===== src/rtl/cdec_mem_bus_if_if.sv =====
// Bus bundle between the CDEC core, the memory bus interface unit and memory.
// master = the bus interface unit, slave = the core/memory environment around it.
interface cdec_mem_bus_if_if #(
  parameter int DATA_W = 8,
  parameter int ADRS_W = 8
);
  // Handshake: the core holds mmrw/core_adrs/core_wdata stable while stall is high;
  // memory completes an access by raising mem_ready while an enable is high, and the
  // unit honours it only once the minimum wait states have elapsed.
  logic [1:0]        mmrw;
  logic [ADRS_W-1:0] core_adrs;
  logic [DATA_W-1:0] core_wdata;
  logic [DATA_W-1:0] core_rdata;
  logic              stall;
  logic [ADRS_W-1:0] adrs;
  logic [DATA_W-1:0] data_out;
  logic [DATA_W-1:0] data_in;
  logic              mmwr_en;
  logic              mmrd_en;
  logic              mem_ready;
  logic              bus_err;

  modport master (
    input  mmrw, core_adrs, core_wdata, data_in, mem_ready,
    output core_rdata, stall, adrs, data_out, mmwr_en, mmrd_en, bus_err
  );

  modport slave (
    output mmrw, core_adrs, core_wdata, data_in, mem_ready,
    input  core_rdata, stall, adrs, data_out, mmwr_en, mmrd_en, bus_err
  );
endinterface


===== src/rtl/cdec_mem_bus_if.sv =====
// CDEC memory bus interface unit: mmrw command -> multi-cycle read/write with wait states.
// Optional access timeout with sticky bus_err is enabled by defining CDEC_BUS_TIMEOUT_EN.
module cdec_mem_bus_if #(
  parameter int DATA_W   = 8,
  parameter int ADRS_W   = 8,
  parameter int WAIT_CYC = 0,
  parameter int TIMEOUT  = 15
) (
  input  logic       clock,
  input  logic       reset_N,
  cdec_mem_bus_if_if.master bus,
  output logic [1:0] dbg_state
);

  localparam logic [1:0] ST_IDLE   = 2'd0;
  localparam logic [1:0] ST_ACCESS = 2'd1;
  localparam logic [1:0] ST_DONE   = 2'd2;

  localparam logic [1:0] CMD_WR = 2'b01;
  localparam logic [1:0] CMD_RD = 2'b10;

  localparam logic [7:0] WAIT_LIM    = 8'(WAIT_CYC);
  localparam logic [7:0] TIMEOUT_LIM = 8'(TIMEOUT);

  logic [1:0]        state_q;
  logic [7:0]        wait_cnt_q;
  logic [DATA_W-1:0] rdata_q;
  logic [ADRS_W-1:0] adrs_q;
  logic [DATA_W-1:0] wdata_q;
  logic              wr_en_q;
  logic              rd_en_q;
  logic              bus_err_q;

  logic is_req;
  logic wait_met;
  logic complete;
  logic timeout_hit;

  assign is_req = (bus.mmrw == CMD_WR) || (bus.mmrw == CMD_RD);
  // Phrased as cnt+1 > lim so WAIT_CYC=0 does not degenerate into an unsigned >= 0.
  assign wait_met = ({1'b0, wait_cnt_q} + 9'd1) > {1'b0, WAIT_LIM};
  assign complete = (state_q == ST_ACCESS) && wait_met && bus.mem_ready;

  always_ff @(posedge clock or negedge reset_N) begin
    if (!reset_N) begin
      state_q    <= ST_IDLE;
      wait_cnt_q <= 8'd0;
      rdata_q    <= '0;
      adrs_q     <= '0;
      wdata_q    <= '0;
      wr_en_q    <= 1'b0;
      rd_en_q    <= 1'b0;
    end else begin
      case (state_q)
        ST_IDLE: begin
          if (is_req) begin
            adrs_q     <= bus.core_adrs;
            if (bus.mmrw == CMD_WR) wdata_q <= bus.core_wdata;
            wr_en_q    <= (bus.mmrw == CMD_WR);
            rd_en_q    <= (bus.mmrw == CMD_RD);
            wait_cnt_q <= 8'd0;
            state_q    <= ST_ACCESS;
          end
        end
        ST_ACCESS: begin
          if (wait_cnt_q != 8'hFF) wait_cnt_q <= wait_cnt_q + 8'd1;
          if (complete) begin
            if (rd_en_q) rdata_q <= bus.data_in;
            wr_en_q <= 1'b0;
            rd_en_q <= 1'b0;
            state_q <= ST_DONE;
          end else if (timeout_hit) begin
            // Aborted read returns all-ones; an aborted write is simply dropped.
            if (rd_en_q) rdata_q <= '1;
            wr_en_q <= 1'b0;
            rd_en_q <= 1'b0;
            state_q <= ST_DONE;
          end
        end
        ST_DONE: state_q <= ST_IDLE;
        default: state_q <= ST_IDLE;
      endcase
    end
  end

`ifdef CDEC_BUS_TIMEOUT_EN
  logic [7:0] to_cnt_q;

  // Completion takes priority, so the limit only fires when the access is still pending.
  assign timeout_hit = (state_q == ST_ACCESS) && !complete &&
                       (to_cnt_q == (TIMEOUT_LIM - 8'd1));

  always_ff @(posedge clock or negedge reset_N) begin
    if (!reset_N) begin
      to_cnt_q  <= 8'd0;
      bus_err_q <= 1'b0;
    end else begin
      if (state_q == ST_IDLE && is_req) begin
        to_cnt_q <= 8'd0;
      end else if (state_q == ST_ACCESS && to_cnt_q != 8'hFF) begin
        to_cnt_q <= to_cnt_q + 8'd1;
      end
      if (timeout_hit) bus_err_q <= 1'b1;
    end
  end
`else
  logic unused_timeout_cfg;

  assign timeout_hit        = 1'b0;
  assign bus_err_q          = 1'b0;
  assign unused_timeout_cfg = ^TIMEOUT_LIM;
`endif

  // Gated by reset so the core sees no stall while the unit is held in reset.
  assign bus.stall      = reset_N &&
                          (((state_q == ST_IDLE) && is_req) || (state_q == ST_ACCESS));
  assign bus.core_rdata = rdata_q;
  assign bus.adrs       = adrs_q;
  assign bus.data_out   = wdata_q;
  assign bus.mmwr_en    = wr_en_q;
  assign bus.mmrd_en    = rd_en_q;
  assign bus.bus_err    = bus_err_q;
  assign dbg_state      = state_q;

endmodule


===== src/flat_wrapper.sv =====
// flat-port wrapper written by rule: the top's interface ports become plain ports
module cdec_mem_bus_if_flat 
#(
  parameter int DATA_W   = 8,
  parameter int ADRS_W   = 8,
  parameter int WAIT_CYC = 0,
  parameter int TIMEOUT  = 15
)
  (clock, reset_N, dbg_state, bus_mmrw, bus_core_adrs, bus_core_wdata, bus_data_in, bus_mem_ready, bus_core_rdata, bus_stall, bus_adrs, bus_data_out, bus_mmwr_en, bus_mmrd_en, bus_bus_err);
  cdec_mem_bus_if_if #(.DATA_W(DATA_W), .ADRS_W(ADRS_W)) bus_i ();
  input  logic clock;
  input  logic reset_N;
  output logic [1:0] dbg_state;
  input wire logic [$bits(bus_i.mmrw)-1:0] bus_mmrw;
  input wire logic [$bits(bus_i.core_adrs)-1:0] bus_core_adrs;
  input wire logic [$bits(bus_i.core_wdata)-1:0] bus_core_wdata;
  input wire logic [$bits(bus_i.data_in)-1:0] bus_data_in;
  input wire logic [$bits(bus_i.mem_ready)-1:0] bus_mem_ready;
  output wire logic [$bits(bus_i.core_rdata)-1:0] bus_core_rdata;
  output wire logic [$bits(bus_i.stall)-1:0] bus_stall;
  output wire logic [$bits(bus_i.adrs)-1:0] bus_adrs;
  output wire logic [$bits(bus_i.data_out)-1:0] bus_data_out;
  output wire logic [$bits(bus_i.mmwr_en)-1:0] bus_mmwr_en;
  output wire logic [$bits(bus_i.mmrd_en)-1:0] bus_mmrd_en;
  output wire logic [$bits(bus_i.bus_err)-1:0] bus_bus_err;
  assign bus_i.mmrw = bus_mmrw;
  assign bus_i.core_adrs = bus_core_adrs;
  assign bus_i.core_wdata = bus_core_wdata;
  assign bus_i.data_in = bus_data_in;
  assign bus_i.mem_ready = bus_mem_ready;
  assign bus_core_rdata = bus_i.core_rdata;
  assign bus_stall = bus_i.stall;
  assign bus_adrs = bus_i.adrs;
  assign bus_data_out = bus_i.data_out;
  assign bus_mmwr_en = bus_i.mmwr_en;
  assign bus_mmrd_en = bus_i.mmrd_en;
  assign bus_bus_err = bus_i.bus_err;
  cdec_mem_bus_if #(.DATA_W(DATA_W), .ADRS_W(ADRS_W), .WAIT_CYC(WAIT_CYC), .TIMEOUT(TIMEOUT)) u_core (.clock(clock), .reset_N(reset_N), .bus(bus_i), .dbg_state(dbg_state));
endmodule

===== config.mk =====
export PLATFORM = sky130hd
export DESIGN_NAME = cdec_mem_bus_if_flat
export DESIGN_NICKNAME = d
export VERILOG_FILES = /design/src/rtl/cdec_mem_bus_if_if.sv /design/src/rtl/cdec_mem_bus_if.sv /design/src/flat_wrapper.sv
export SDC_FILE = /design/constraint.sdc
export NUM_CORES = 1
export LEC_CHECK = 0
export ABC_AREA = 1
export BUFFER_PORTS_ARGS = -buffer_cell sky130_fd_sc_hd__buf_4
export CAP_MARGIN = 20
export CORE_ASPECT_RATIO = 2
export CORE_MARGIN = 2
export CORE_UTILIZATION = 49
export DETAILED_ROUTE_END_ITERATION = 12
export GPL_TIMING_DRIVEN = 0
export PLACE_DENSITY_LB_ADDON = 0.15
export SETUP_SLACK_MARGIN = 0.15
export SLEW_MARGIN = 40
export SYNTH_ARGS = -nofsm -noshare
export SYNTH_HDL_FRONTEND = slang
export SYNTH_SLANG_ARGS = --single-unit

===== constraint.sdc =====
create_clock -name clock -period 1.73 [get_ports clock]
set_input_delay 0.173 -clock clock [delete_from_list [all_inputs] [get_ports clock]]
set_output_delay 0.173 -clock clock [all_outputs]
set_load 0.005 [all_outputs]

# Yosys cells after proc, flatten, opt, wreduce, memory -nomap -nowiden
# Index checks and enable logic that the tools add are counted.
# op_classes
n_addsub	2
n_lt_le_gt_ge	1
n_eq_ne	7
mux	11
reduce_logical	14
# op_table
cell	count
8-bit 2-to-1 mux	2
8-bit case mux with 2 select lines	1
3-bit AND reduction	4
8-bit by 1-bit adder with 9-bit output (second input constant)	1
9-bit by 1-bit > comparator with 1-bit output (second input constant)	1
8-bit by 1-bit adder with 8-bit output (second input constant)	1
8-bit inequality test (second input constant)	1
2-bit by 1-bit inequality test with 1-bit output (second input constant)	3
2-bit by 1-bit == test with 1-bit output (second input constant)	2
1-bit logical AND	4
2-bit 2-to-1 mux	2
1-bit case mux with 2 select lines	2
2-bit case mux with 2 select lines	1
2-bit AND reduction	2
1-bit 2-to-1 mux	3
2-bit == test (second input constant)	1
2-bit zero test	1
1-bit logical OR	2
2-bit nonzero test	1
# totals
regBits	36
out_inout_bits	30

# Logic depth before layout (Yosys ltp)
# logic_depth
depth_word	6
depth_mapped	14
ltp_nobuf	13

# Worst setup path after synthesis
# No wires, ideal clock.
# synth_path
kind	reg2reg
from	reg u_core.wait_cnt_q[0]
to	reg u_core.rd_en_q, in the netlist u_core.bus.mmrd_en
setup_time_ns	0.117
arrival_time_ns	1.438
required_ns	1.613
path_slack_ns	0.175
stages_incl_launch_ff	15
period_less_slack_ns	1.555
path_cell_list	dfrtp_1 ha_1 nand2_1 inv_1 nor2_1 nor2_1 nand2_1 nor2_1 nand3_1 nand2_2 buf_6 nand2_4 nand3_2 nand2_1 nand2_1
# synth_via
elab_chain_len	6
# synth_rtl
element	line	text
start: declaration	cdec_mem_bus_if.sv:26	logic [7:0] wait_cnt_q;
start signal: assignment	cdec_mem_bus_if.sv:66	if (wait_cnt_q != 8'hFF) wait_cnt_q <= wait_cnt_q + 8'd1;
8-bit by 1-bit adder with 9-bit output	cdec_mem_bus_if.sv:41	assign wait_met = ({1'b0, wait_cnt_q} + 9'd1) > {1'b0, WAIT_LIM};
9-bit by 1-bit > comparator with 1-bit output	cdec_mem_bus_if.sv:41	
1-bit logical AND (2 in series)	cdec_mem_bus_if.sv:42	assign complete = (state_q == ST_ACCESS) && wait_met && bus.mem_ready;
2-bit by 1-bit inequality test with 1-bit output (no source line)	n/a	
3-bit AND reduction (no source line)	n/a	
end signal: assignment	cdec_mem_bus_if.sv:60	rd_en_q <= (bus.mmrw == CMD_RD);
end: declaration	cdec_mem_bus_if.sv:31	logic rd_en_q;
# No other way between the ends.
# A chain may end at the register's enable or synchronous reset.

# Final worst setup path
# layout_path
from	reg u_core.wait_cnt_q[0]
to	reg u_core.rdata_q[5], in the netlist u_core.bus.core_rdata[5]
# layout_via
elab_chain_len	5
# layout_rtl
element	line	text
8-bit by 1-bit adder with 9-bit output	cdec_mem_bus_if.sv:41	
9-bit by 1-bit > comparator with 1-bit output	cdec_mem_bus_if.sv:41	
1-bit logical AND (2 in series)	cdec_mem_bus_if.sv:42	
3-bit AND reduction (no source line)	n/a	
end signal: assignment	cdec_mem_bus_if.sv:68	if (rd_en_q) rdata_q <= bus.data_in;
end: declaration	cdec_mem_bus_if.sv:27	logic [DATA_W-1:0] rdata_q;
# No other way between the ends.

==> impl_metrics.json <==
{
  "placed_cells": 278,
  "dr.pass1.iters": 4,
  "clk_latency_ps": 290,
  "port_buffers": 57,
  "insertedDiodeCount": 0,
  "io_pins": 59,
  "max_freq_ghz": 0.598,
  "r2r-start": "u_core.wait_cnt_q[0]",
  "fin_crit_sh_pct": 96.7,
  "crit_slowest_cell": "dfrtp_1",
  "required_ps": 1960,
  "cts-buffers-inserted": 5,
  "dieArea_um2": 3920,
  "whs_ps": -170,
  "violations": "negative hold slack",
  "grt_use_total_pct": 21.5,
  "core-area_um2": 3340,
  "syn_area_um2": 1670,
  "drt_iter0_markers": 23,
  "yosysUniqueCellTypes": 23,
  "arrival_ps": 1900,
  "grt_first_pass_wirelength_um": 6060,
  "r2r-end": "u_core.bus.core_rdata[5]",
  "grt_max_degree": 38,
  "gr-total-overflow": 0,
  "clk_pin_slew_ps": 70,
  "cts_tree": "yes",
  "dieWidth_um": 45.3,
  "reg2reg_slack_ps": 60,
  "rsz0062_at_grt": "true",
  "ir_drop_uv": 1130,
  "worst_clock_skew_ps": 11.7,
  "outcome": "finished with violations",
  "via_per_inst": 5.01,
  "synth_nets": 222,
  "antenna_left": 0,
  "layout_min_cycle_time_ps": 1670,
  "synth-seq-cells": 36,
  "place_congestion": 0.785,
  "endpoint_kind": "register",
  "hold_violations": 36,
  "path_cells": "ha_4 > nand3_4 > nor2_1 > nand2_1 > nand2_1 > nor2_2 > nand3_2 > nand2_2 > buf_4 > nor2_4 > nand2_1 > nand2_1",
  "rows": 30,
  "antenna_found_initial": 0,
  "drive_gt1_share_pct": 46.1,
  "critPathMaxFanout": 8,
  "die_y_um": 86.6,
  "r2r_cells": 12,
  "clk_path_buf_depth": 2,
  "yosysSeqAreaShare_pct": 53.9,
  "cts.sinks": 36,
  "flow.area_growth_from_synthesis_pct": 48.4,
  "grt_pass1_vias": 1394,
  "setup_viol": 0,
  "p_leak_nw": 1.30,
  "maxSlewViolCount": 0,
  "num_vias": 1507,
  "path_class": "register to register",
  "p_per_area_nw_per_um2": 1660,
  "avgSynthCellArea_um2": 8.84,
  "start_kind": "register",
  "cts-root-buf": "clkbuf_8",
  "final_nets": 301,
  "htreeDepth": 2,
  "cpMostUsedCell": "nand2_1",
  "final_core_util_pct": 74.2,
  "initial_core_util_pct": 50.0,
  "wl_um": 3870,
  "syn-instance-count": 189,
  "hpwl_um": 2740,
  "fin_cells": 301,
  "min_path_type": "input port to asynchronous set/reset pin",
  "drc": 0,
  "cp_slowest_stage_delay_ps": 420,
  "cap_violations": 0,
  "synth_warnings": 0,
  "wl_per_cell_um": 12.8
}
## cell usage after synthesis
library cell  number  share of area, %
o22ai_1            3               1.1
buf_4              1              0.45
inv_1             19               4.3
buf_6              1              0.67
nand3_2            1              0.60
conb_1             1              0.22
nor2_4             3               2.0
nand2_1           72                16
nand4_1            3               1.1
nor2_2             1              0.37
o21ai_1            3              0.90
nand2_2            2              0.75
nor2_1             8               1.8
ha_1               4               3.0
inv_2              1              0.22
mux2_2             8               5.4
clkinv_1           1              0.22
nand2_4            1              0.67
nand3_1            7               2.1
dfrtp_1           36                54
o21ai_0           11               3.3
a21boi_0           1              0.45
clkbuf_1           1              0.22
## critical path, delay by kind of cell, from the launching register on
kind | cells | cell delay, ps
and+or+nand+nor | 10 | 830
buffers and inverters | 1 | 140
adders and majority gates | 1 | 220
DFF | 1 | 420
## metal layers
| layer | part of all wire, % | global-route usage (%) |
|---|---|---|
| met5 | 0 | 0 |
| met2 | 55 | 37.3 |
| met3 | 4.3 | 5.42 |
| met1 | 39 | 24.2 |
| met4 | 1.7 | 8.02 |
## how the worst max path moves through the flow
stage                                to  cells after the start  slack [ps]                  from
2_1_floorplan        u_core.bus.mmrd_en                     14         180  u_core.wait_cnt_q[0]
3_3_place_gp         u_core.bus.mmrd_en                     13         -40  u_core.wait_cnt_q[0]
3_5_place_dp   u_core.bus.core_rdata[5]                     11         -90  u_core.wait_cnt_q[0]
4_1_cts              u_core.bus.mmrd_en                     14          40  u_core.wait_cnt_q[0]
5_1_grt        u_core.bus.core_rdata[5]                     12         -40  u_core.wait_cnt_q[0]
6_report       u_core.bus.core_rdata[5]                     12          60  u_core.wait_cnt_q[0]
## cell type report
| class | count | area (um^2) |
|---|---|---|
| Fill cell | 253 | 862 |
| Inverter | 21 | 81.3 |
| Multi-Input combinational cell | 129 | 785 |
| Clock inverter | 2 | 10.0 |
| Tap cell | 32 | 40.0 |
| Timing Repair Buffer | 72 | 546 |
| Sequential cell | 36 | 905 |
| Clock buffer | 6 | 82.6 |
| Buffer | 3 | 30.0 |
## metrics by stage
step           hold WS [ps]  power, W  setup WS (ps)  cell area (um^2)  TNS [ps]
2_1_floorplan          -123   0.00227            175              1670         0
3_3_place_gp            165   0.00302          -40.2              2140     -94.5
3_5_place_dp            156   0.00307          -87.8              2140      -449
4_1_cts                -156   0.00389           40.7              2330         0
5_1_grt                -118   0.00441          -41.2              2480      -300
6_report               -170   0.00412           57.6              2480         0
## cell usage in the layout (no fill, tap or decap), types with 3 or more instances in the layout
cell / count
dfrtp_1: 33
nand4_1: 3
dfrtp_2: 3
nor2_4: 7
nand3_1: 4
nand2_2: 6
nand2_1: 65
nor2_2: 3
inv_1: 17
buf_6: 4
o22ai_1: 3
o21ai_0: 8
nand2_4: 4
mux2_2: 8
clkbuf_8: 6
buf_4: 70
o21ai_1: 6
## sequential cells by signal, summed over array words and instances (netlist names)
| register | cells |
|---|---|
| u_core.bus.mmrd_en | 1 |
| u_core.bus.adrs | 8 |
| u_core.bus.core_rdata | 8 |
| u_core.bus.data_out | 8 |
| u_core.bus.mmwr_en | 1 |
| u_core.dbg_state | 2 |
| u_core.wait_cnt_q | 8 |
## cell families after synthesis
logic type	count (synthesis)	share of synthesized area, %
other	1	0.225
multiplexers	8	5.39
flip-flops	36	53.9
AO/OA/AOI/OAI	18	5.77
AND/OR/NAND/NOR	98	25.6
adder cells (fa/ha/maj)	4	3.00
buffers and inverters	24	6.07
## repair_timing
item,CTS,global route
pin swaps,10,20
setup endpoints to repair,20,18
gates resized for setup,22,23
hold endpoints to repair,36,36
setup buffers,5,9
gates cloned,1,0
## power breakdown
| part | internal, W | switching (W) |
|---|---|---|
| Combinational | 0.00105 | 0.000919 |
| Clock | 0.000318 | 0.000304 |
| Sequential | 0.00124 | 0.000289 |
| Total | 0.00261 | 0.00151 |
(Power assumes the default switching activity.)
